## config.mk

```make
export PLATFORM = sky130hd
export DESIGN_NAME = serializer
export DESIGN_NICKNAME = d
export VERILOG_FILES = /design/src/rtl/serializer.sv
export SDC_FILE = /design/constraint.sdc
export NUM_CORES = 1
export LEC_CHECK = 0
export ABC_CLOCK_PERIOD_IN_PS = 2710
export CAP_MARGIN = 20
export CORE_UTILIZATION = 52
export DETAILED_ROUTE_END_ITERATION = 8
export PLACE_DENSITY = 0.84
export SYNTH_ARGS = -nofsm -noshare
export SYNTH_HDL_FRONTEND = slang
export SYNTH_SLANG_ARGS = --single-unit
```

## constraint.sdc

```tcl
create_clock -name clk -period 2.71 [get_ports clk]
set_input_delay 0.271 -clock clk [delete_from_list [all_inputs] [get_ports clk]]
set_output_delay 0.271 -clock clk [all_outputs]
set_load 0.01 [all_outputs]
```

## src/rtl/serializer.sv

```systemverilog
// Serializer: parallel-to-serial transmitter for the SD host CMD line, bit 0 first.
// Latency: bit 0 is driven at the load edge, bit i one enabled edge later, complete at edge load+size.
// Backpressure: enable low freezes shifting with the current bit held on the line, and clears complete.
//
// Ports:
//   clk        bit clock, all state changes on posedge
//   reset      asynchronous active-high reset, returns to IDLE
//   enable     run / suspend; low in DONE rearms the block
//   load       start strobe, accepted only in IDLE with enable high
//   framesize  number of bits to send (clamped to BITS), sampled with load
//   in         parallel frame, sampled with load
//   out        registered serial data, idles high
//   oe         registered output enable for the CMD tristate
//   busy       high while shifting
//   complete   high in DONE until enable drops
module serializer #(
    parameter int BITS         = 48,
    parameter int BITS_COUNTER = 8
) (
    input  logic                    clk,
    input  logic                    reset,
    input  logic                    enable,
    input  logic                    load,
    input  logic [BITS_COUNTER-1:0] framesize,
    input  logic [BITS-1:0]         in,
    output logic                    out,
    output logic                    oe,
    output logic                    busy,
    output logic                    complete
);

    typedef enum logic [1:0] {
        S_IDLE  = 2'd0,
        S_SHIFT = 2'd1,
        S_DONE  = 2'd2
    } state_t;

    localparam logic [BITS_COUNTER-1:0] LP_MAX = BITS_COUNTER'(BITS);

    state_t                  r_state;
    logic [BITS-1:0]         r_shreg;
    logic [BITS_COUNTER-1:0] r_cnt;
    logic [BITS_COUNTER-1:0] r_size;
    logic                    r_out;
    logic                    r_oe;
    logic                    r_busy;
    logic                    r_complete;

    // Clamp the requested size so the frame never runs past the latched word.
    logic [BITS_COUNTER-1:0] w_size;
    assign w_size = (framesize > LP_MAX) ? LP_MAX : framesize;

    // The shift register is shifted right as bits go out, so the next bit is
    // always at r_shreg[1]; this avoids a variable index into the word.
    always_ff @(posedge clk or posedge reset) begin
        if (reset) begin
            r_state    <= S_IDLE;
            r_shreg    <= '0;
            r_cnt      <= '0;
            r_size     <= '0;
            r_out      <= 1'b1;
            r_oe       <= 1'b0;
            r_busy     <= 1'b0;
            r_complete <= 1'b0;
        end else begin
            case (r_state)
                S_IDLE: begin
                    r_out <= 1'b1;
                    r_oe  <= 1'b0;
                    if (enable && load) begin
                        r_shreg <= in;
                        r_size  <= w_size;
                        if (w_size == '0) begin
                            r_state    <= S_DONE;
                            r_complete <= 1'b1;
                        end else begin
                            r_out   <= in[0];
                            r_oe    <= 1'b1;
                            r_cnt   <= {{(BITS_COUNTER-1){1'b0}}, 1'b1};
                            r_busy  <= 1'b1;
                            r_state <= S_SHIFT;
                        end
                    end
                end
                S_SHIFT: begin
                    // With enable low every register holds, keeping the bit on the line.
                    if (enable) begin
                        if (r_cnt == r_size) begin
                            r_out      <= 1'b1;
                            r_oe       <= 1'b0;
                            r_cnt      <= '0;
                            r_busy     <= 1'b0;
                            r_complete <= 1'b1;
                            r_state    <= S_DONE;
                        end else begin
                            r_out   <= r_shreg[1];
                            r_shreg <= {1'b0, r_shreg[BITS-1:1]};
                            r_cnt   <= r_cnt + 1'b1;
                        end
                    end
                end
                S_DONE: begin
                    r_out <= 1'b1;
                    r_oe  <= 1'b0;
                    // An enable-low cycle is required before the next frame.
                    if (!enable) begin
                        r_complete <= 1'b0;
                        r_state    <= S_IDLE;
                    end
                end
                default: begin
                    r_state    <= S_IDLE;
                    r_out      <= 1'b1;
                    r_oe       <= 1'b0;
                    r_busy     <= 1'b0;
                    r_complete <= 1'b0;
                end
            endcase
        end
    end

    assign out      = r_out;
    assign oe       = r_oe;
    assign busy     = r_busy;
    assign complete = r_complete;

endmodule

```

# Yosys cells after proc, flatten, opt, wreduce, memory -nomap -nowiden
# Cells that the tools add are included.
[word_totals] ff_bits=70 input_bits=60 output_inout_bits=4 word_cells=67
[classes] n_addsub=1 n_lt_le_gt_ge=1 n_eq_ne=10 muxes=35 bitwise=1 reduce_logical=11
[op_table] cell="$mux 48" n=3
[op_table] cell="$pmux 48 s2" n=1
[op_table] cell="$mux 8" n=5
[op_table] cell="$pmux 8 s2" n=1
[op_table] cell="$mux 1" n=15
[op_table] cell="$ne 2x2->1 const B" n=7
[op_table] cell="$reduce_and 4->1" n=3
[op_table] cell="$mux 2" n=5
[op_table] cell="$reduce_and 5->1" n=2
[op_table] cell="$add 8x1->8 const B" n=1
[op_table] cell="$eq 8x8->1" n=1
[op_table] cell="$gt 8x6->1 const B" n=1
[op_table] cell="$logic_not 8->1" n=1
[op_table] cell="$pmux 1 s3" n=2
[op_table] cell="$pmux 2 s3" n=1
[op_table] cell="$pmux 1 s2" n=2
[op_table] cell="$reduce_and 2->1" n=2
[op_table] cell="$eq 2x1->1 const B" n=1
[op_table] cell="$eq 2x2->1 const B" n=1
[op_table] cell="$logic_not 2->1" n=1
[op_table] cell="$reduce_bool 2->1" n=1
[op_table] cell="$logic_and 1x1->1" n=1
[op_table] cell="$not 1->1" n=1

# Depth between registers and ports, before layout
[depth] word_depth=6 ltp_mapped=8 mapped_depth_nobuf=5

# Least setup slack after synthesis
# Ideal clock, no wire load.
[synth_path] path_type="reg-to-reg" startpoint="register r_cnt[2]" endpoint="register r_cnt[5]" setup_ns=0.122 arrival_ns=1.517 t_required_ns=2.588 path_slack_ns=1.071 path_stages_with_launch=7 n_path_buf=1 synth_period_minus_slack_ns=1.639 cell_sequence="dfrtp_1 -> buf_2 -> xnor2_1 -> nand4_1 -> o21ai_1 -> o21ai_0 -> a32o_1"
[synth_via] elab_chain_cells=4 elab_cells_between_ends=5 cone_classes="add/sub (1); eq/ne (1); mux (3)"
[synth_lines] element="start, declared" line_no="42" rtl="logic [BITS_COUNTER-1:0] r_cnt;"
[synth_lines] element="start signal, assigned" line_no="79" rtl="r_cnt <= {{(BITS_COUNTER-1){1'b0}}, 1'b1};"
[synth_lines] element="start signal, assigned" line_no="98" rtl="r_cnt <= r_cnt + 1'b1;"
[synth_lines] element="$add 8x1->8 or $eq 8x8->1 (tied branches)" line_no="98, 88"
[synth_lines] element="$mux 8 *" line_no="88" rtl="if (r_cnt == r_size) begin"
[synth_lines] element="$mux 8 *" line_no="87" rtl="if (enable) begin"
[synth_lines] element="$pmux 8 s2 *" line_no="66" rtl="case (r_state)"
# Mark *: on every way between the ends. The rest lies on a longest branch, timed or not. The select of a mux whose other input is x is not followed.
# A chain may end at the register's enable or synchronous reset.

# Worst setup path in the final report
[layout_path] startpoint="register r_cnt[0]" endpoint="register r_cnt[5]"
# The elaborated chain is that of the path after synthesis.

==> metrics.txt <==
final cycle utilization of the critical path 76.5%; delay contributed by the slowest stage of the critical path 0.57 ns; count of instances resized after the clock tree is built 0; Psw 0.00166 W; number of buffers created by CTS 9; area growth from synthesis to layout 25.3%; count of warnings emitted by yosys 0; placement row count 28; count of hold-fix buffers inserted at cts 0; Critical path buffers and inverters 0; most used flip-flop cell after synthesis dfrtp_1; measured slew at the worst slew-check pin 0.614 ns; WP data required 2.95 ns; fill cell instance count of the final layout 458; antenna violations before repair 0; Lkg Pwr 1.90 nW; clock transition at the register clock pins on the worst setup and hold paths after CTS 0.07 ns; fraction of final layout cells with drive strength greater than 1 8.51%; total wire length 6.99 mm; final worst path period need 2.07 ns; compound-cell area share of the yosys netlist 14.9%; maximum number of pins on one net before global-route repair 94; die area 6780 um^2; drt first-iter violations 201; worst clock skew 0.00918 ns; cell at the slowest stage of the critical path o21ai_1; fin. max-slew vios 0; kind of start point of the critical path register; post-CTS setup-driven buffer insertion count 0; post-route antenna net violation count 0; Via density 5.52; # port buffers 63; number of detailed-route iterations in the first pass 6; Int Power 0.00275 W; routability congestion estimate 0.877; # H-tree levels 3; class of the most critical setup path reg -> reg; cell class contributing the biggest share of worst-path delay compound AO/OA/AOI/OAI gates; fraction of synthesis flops using an asynchronous set or reset pin 100%; Comb power frac 40.8%; number of buffers on the longest clock path 2; most used cells in the layout excluding fill and tap cells 68 x dfrtp_1, 63 x clkdlybuf4s50_1, 61 x nand2_1, 47 x mux2i_1, 46 x o21ai_1; cell area after technology mapping 3360 um^2; dominant combinational cell family by area after synthesis compound AO/OA/AOI/OAI gates; sequential cell area fraction in the yosys report 51.5%; dpl cell area 4010 um^2; R2R Path Start r_cnt[0]; die span in x 82.4 um; Setup crit start r_cnt[0]; number of nets in the layout 444; GR Overflow Total 0; number of standard cells after synthesis 323; sequence of cells on the critical path xnor2_1 -> nand4_1 -> o21ai_1 -> o21ai_0 -> a32o_1; largest fanout on the critical path 9; adder-cell share of the synthesized area 0.373%; global-route wire length before repair 11.8 mm; via count of the first global-routing pass 2567; share of total power in the clock network 18.3%; Netlist cell types 47; placeable core region 6060 um^2; Final Setup Violations 0; vias post-DR 2555; Synthesized Nets 384; post-synthesis area per instance 10.4 um^2; Die Span Y 82.4 um; ports placed on the boundary 64; final cell area excluding filler cells 4210 um^2; global routing usage summed across all routing layers 23.7%; number of enable flip-flop cells after synthesis 0; Max VDD drop 814 uV; arrival time worst endpoint 2.31 ns; fraction of synthesized area in multiplexers 14.0%; ant diodes 0; number of synthesized register bits 69; Setup crit end kind register; clock root buffer clkbuf_8; status finished, final reports clean; leading cell type in the layout, fill and taps excluded dfrtp_1; switching part of the total power 37.7%; parity-gate share of the synthesized area counting xor and xnor cells 2.09%; Max-cap violations 0; Hold Vio Cnt, Final 0; max frequency 482 MHz; register share of total power 40.8%; Fin Setup TNS 0 ns; path category of the worst min-delay check in -> async; starting density of the core 55.4%; unrepaired setup endpoints after global routing no; simple logic cell fraction of the synthesized area 12.6%; Clock Latency Late Sink 0.34 ns; total clock sinks 69; Worst slew margin 58.8%; TritonCTS clock tree built; PD cells 1050 nW/um^2; Routed WL per cell 15.1 um; drt drc 0; dpl hpwl 4.88 mm
[cells in the mapped netlist (2+ instances only)]
cell type | n | area [um^2]
buf_2 | 7 | 35.0
mux2i_1 | 47 | 470
inv_1 | 4 | 15.0
clkbuf_1 | 3 | 11.3
a22o_1 | 5 | 43.8
or3_1 | 2 | 12.5
nor2_1 | 7 | 26.3
dfrtp_1 | 68 | 1700
a2bb2oi_1 | 2 | 17.5
and2_1 | 2 | 12.5
o21ai_1 | 46 | 230
nand4_1 | 3 | 18.8
nand2_1 | 61 | 229
xnor2_1 | 8 | 70.1
buf_6 | 5 | 56.3
buf_4 | 4 | 30.0
nor4_1 | 2 | 12.5
o21ai_0 | 9 | 45.0
nor3_1 | 6 | 30.0
nand3_1 | 3 | 15.0
a21o_1 | 2 | 15.0
o21a_1 | 2 | 15.0
[power groups by stage]
stage / sequential [W] / combinational [W] / clock (W)
6_report: 0.00180 / 0.00180 / 0.000809
5_1_grt: 0.00185 / 0.00203 / 0.000868
4_1_cts: 0.00180 / 0.00182 / 0.000826
3_5_place_dp: 0.00181 / 0.00180 / 0
3_3_place_gp: 0.00179 / 0.00174 / 0
2_1_floorplan: 0.00169 / 0.00151 / 0
[worst reg2reg max path: stages (launching register included)]
cell	delay, ns
dfrtp_1	0.48
xnor2_1	0.24
nand4_1	0.25
o21ai_1	0.57
o21ai_0	0.20
a32o_1	0.22
[state kept, by name, indices dropped and copies added, names as in the netlist]
name / flops
r_size: 8
r_cnt: 8
oe: 1
out: 1
busy: 1
r_shreg: 47
complete: 1
r_state: 2
[worst paths after layout]
kind / slack [ns] / depth (start not counted) / to
min in group clk: 0.49 / 2 / r_shreg[7]
max in group asynchronous: 1.77 / 3 / out
setup reg to reg: 0.64 / 5 / r_cnt[5]
setup / recovery: 0.64 / 5 / r_cnt[5]
hold reg to reg: 0.49 / 2 / r_shreg[7]
hold / removal: 0.20 / 2 / r_shreg[22]
[cell type report]
class	count	area, um^2	share of cell area (%)
Clock buffer	13	179	4.25
Inverter	4	15.0	0.357
Tap cell	75	93.8	2.23
Timing Repair Buffer	69	688	16.4
Sequential cell	69	1730	41.1
Multi-Input combinational cell	230	1490	35.3
Clock inverter	3	17.5	0.416
[stage by stage]
step                      util (%)  power (W)  setup slack (ns)  hold slack, ns  instances
after global placement        66.2    0.00353             0.594           0.466        447
after floorplan                  -    0.00320             0.701           0.404        323
after detailed placement      66.2    0.00361             0.536           0.474        447
final                         69.4    0.00441             0.637           0.198        463
after global routing          69.4    0.00475             0.511           0.212        463
after CTS                     69.4    0.00444             0.686           0.193        463
[routing by layer]
metal / vias to the layer above / GRT usage (%) / part of all wire, %
met2: 74 / 37.9 / 49
met4: 0 / 11.1 / 2.4
met3: 17 / 6.26 / 4.4
met5: - / 0 / 0
li1: 1262 / - / -
met1: 1202 / 30.2 / 44
[logic make-up after synthesis]
| kind of cell | Yosys count |
|---|---|
| and+or+nand+nor | 93 |
| buffers and inverters | 24 |
| xor gates and xnor gates | 8 |
| muxes | 47 |
| DFF | 69 |
| adders and majority gates | 1 |
| AOI/OAI and AO/OA | 81 |
Power figures use the tool's default switching activity.
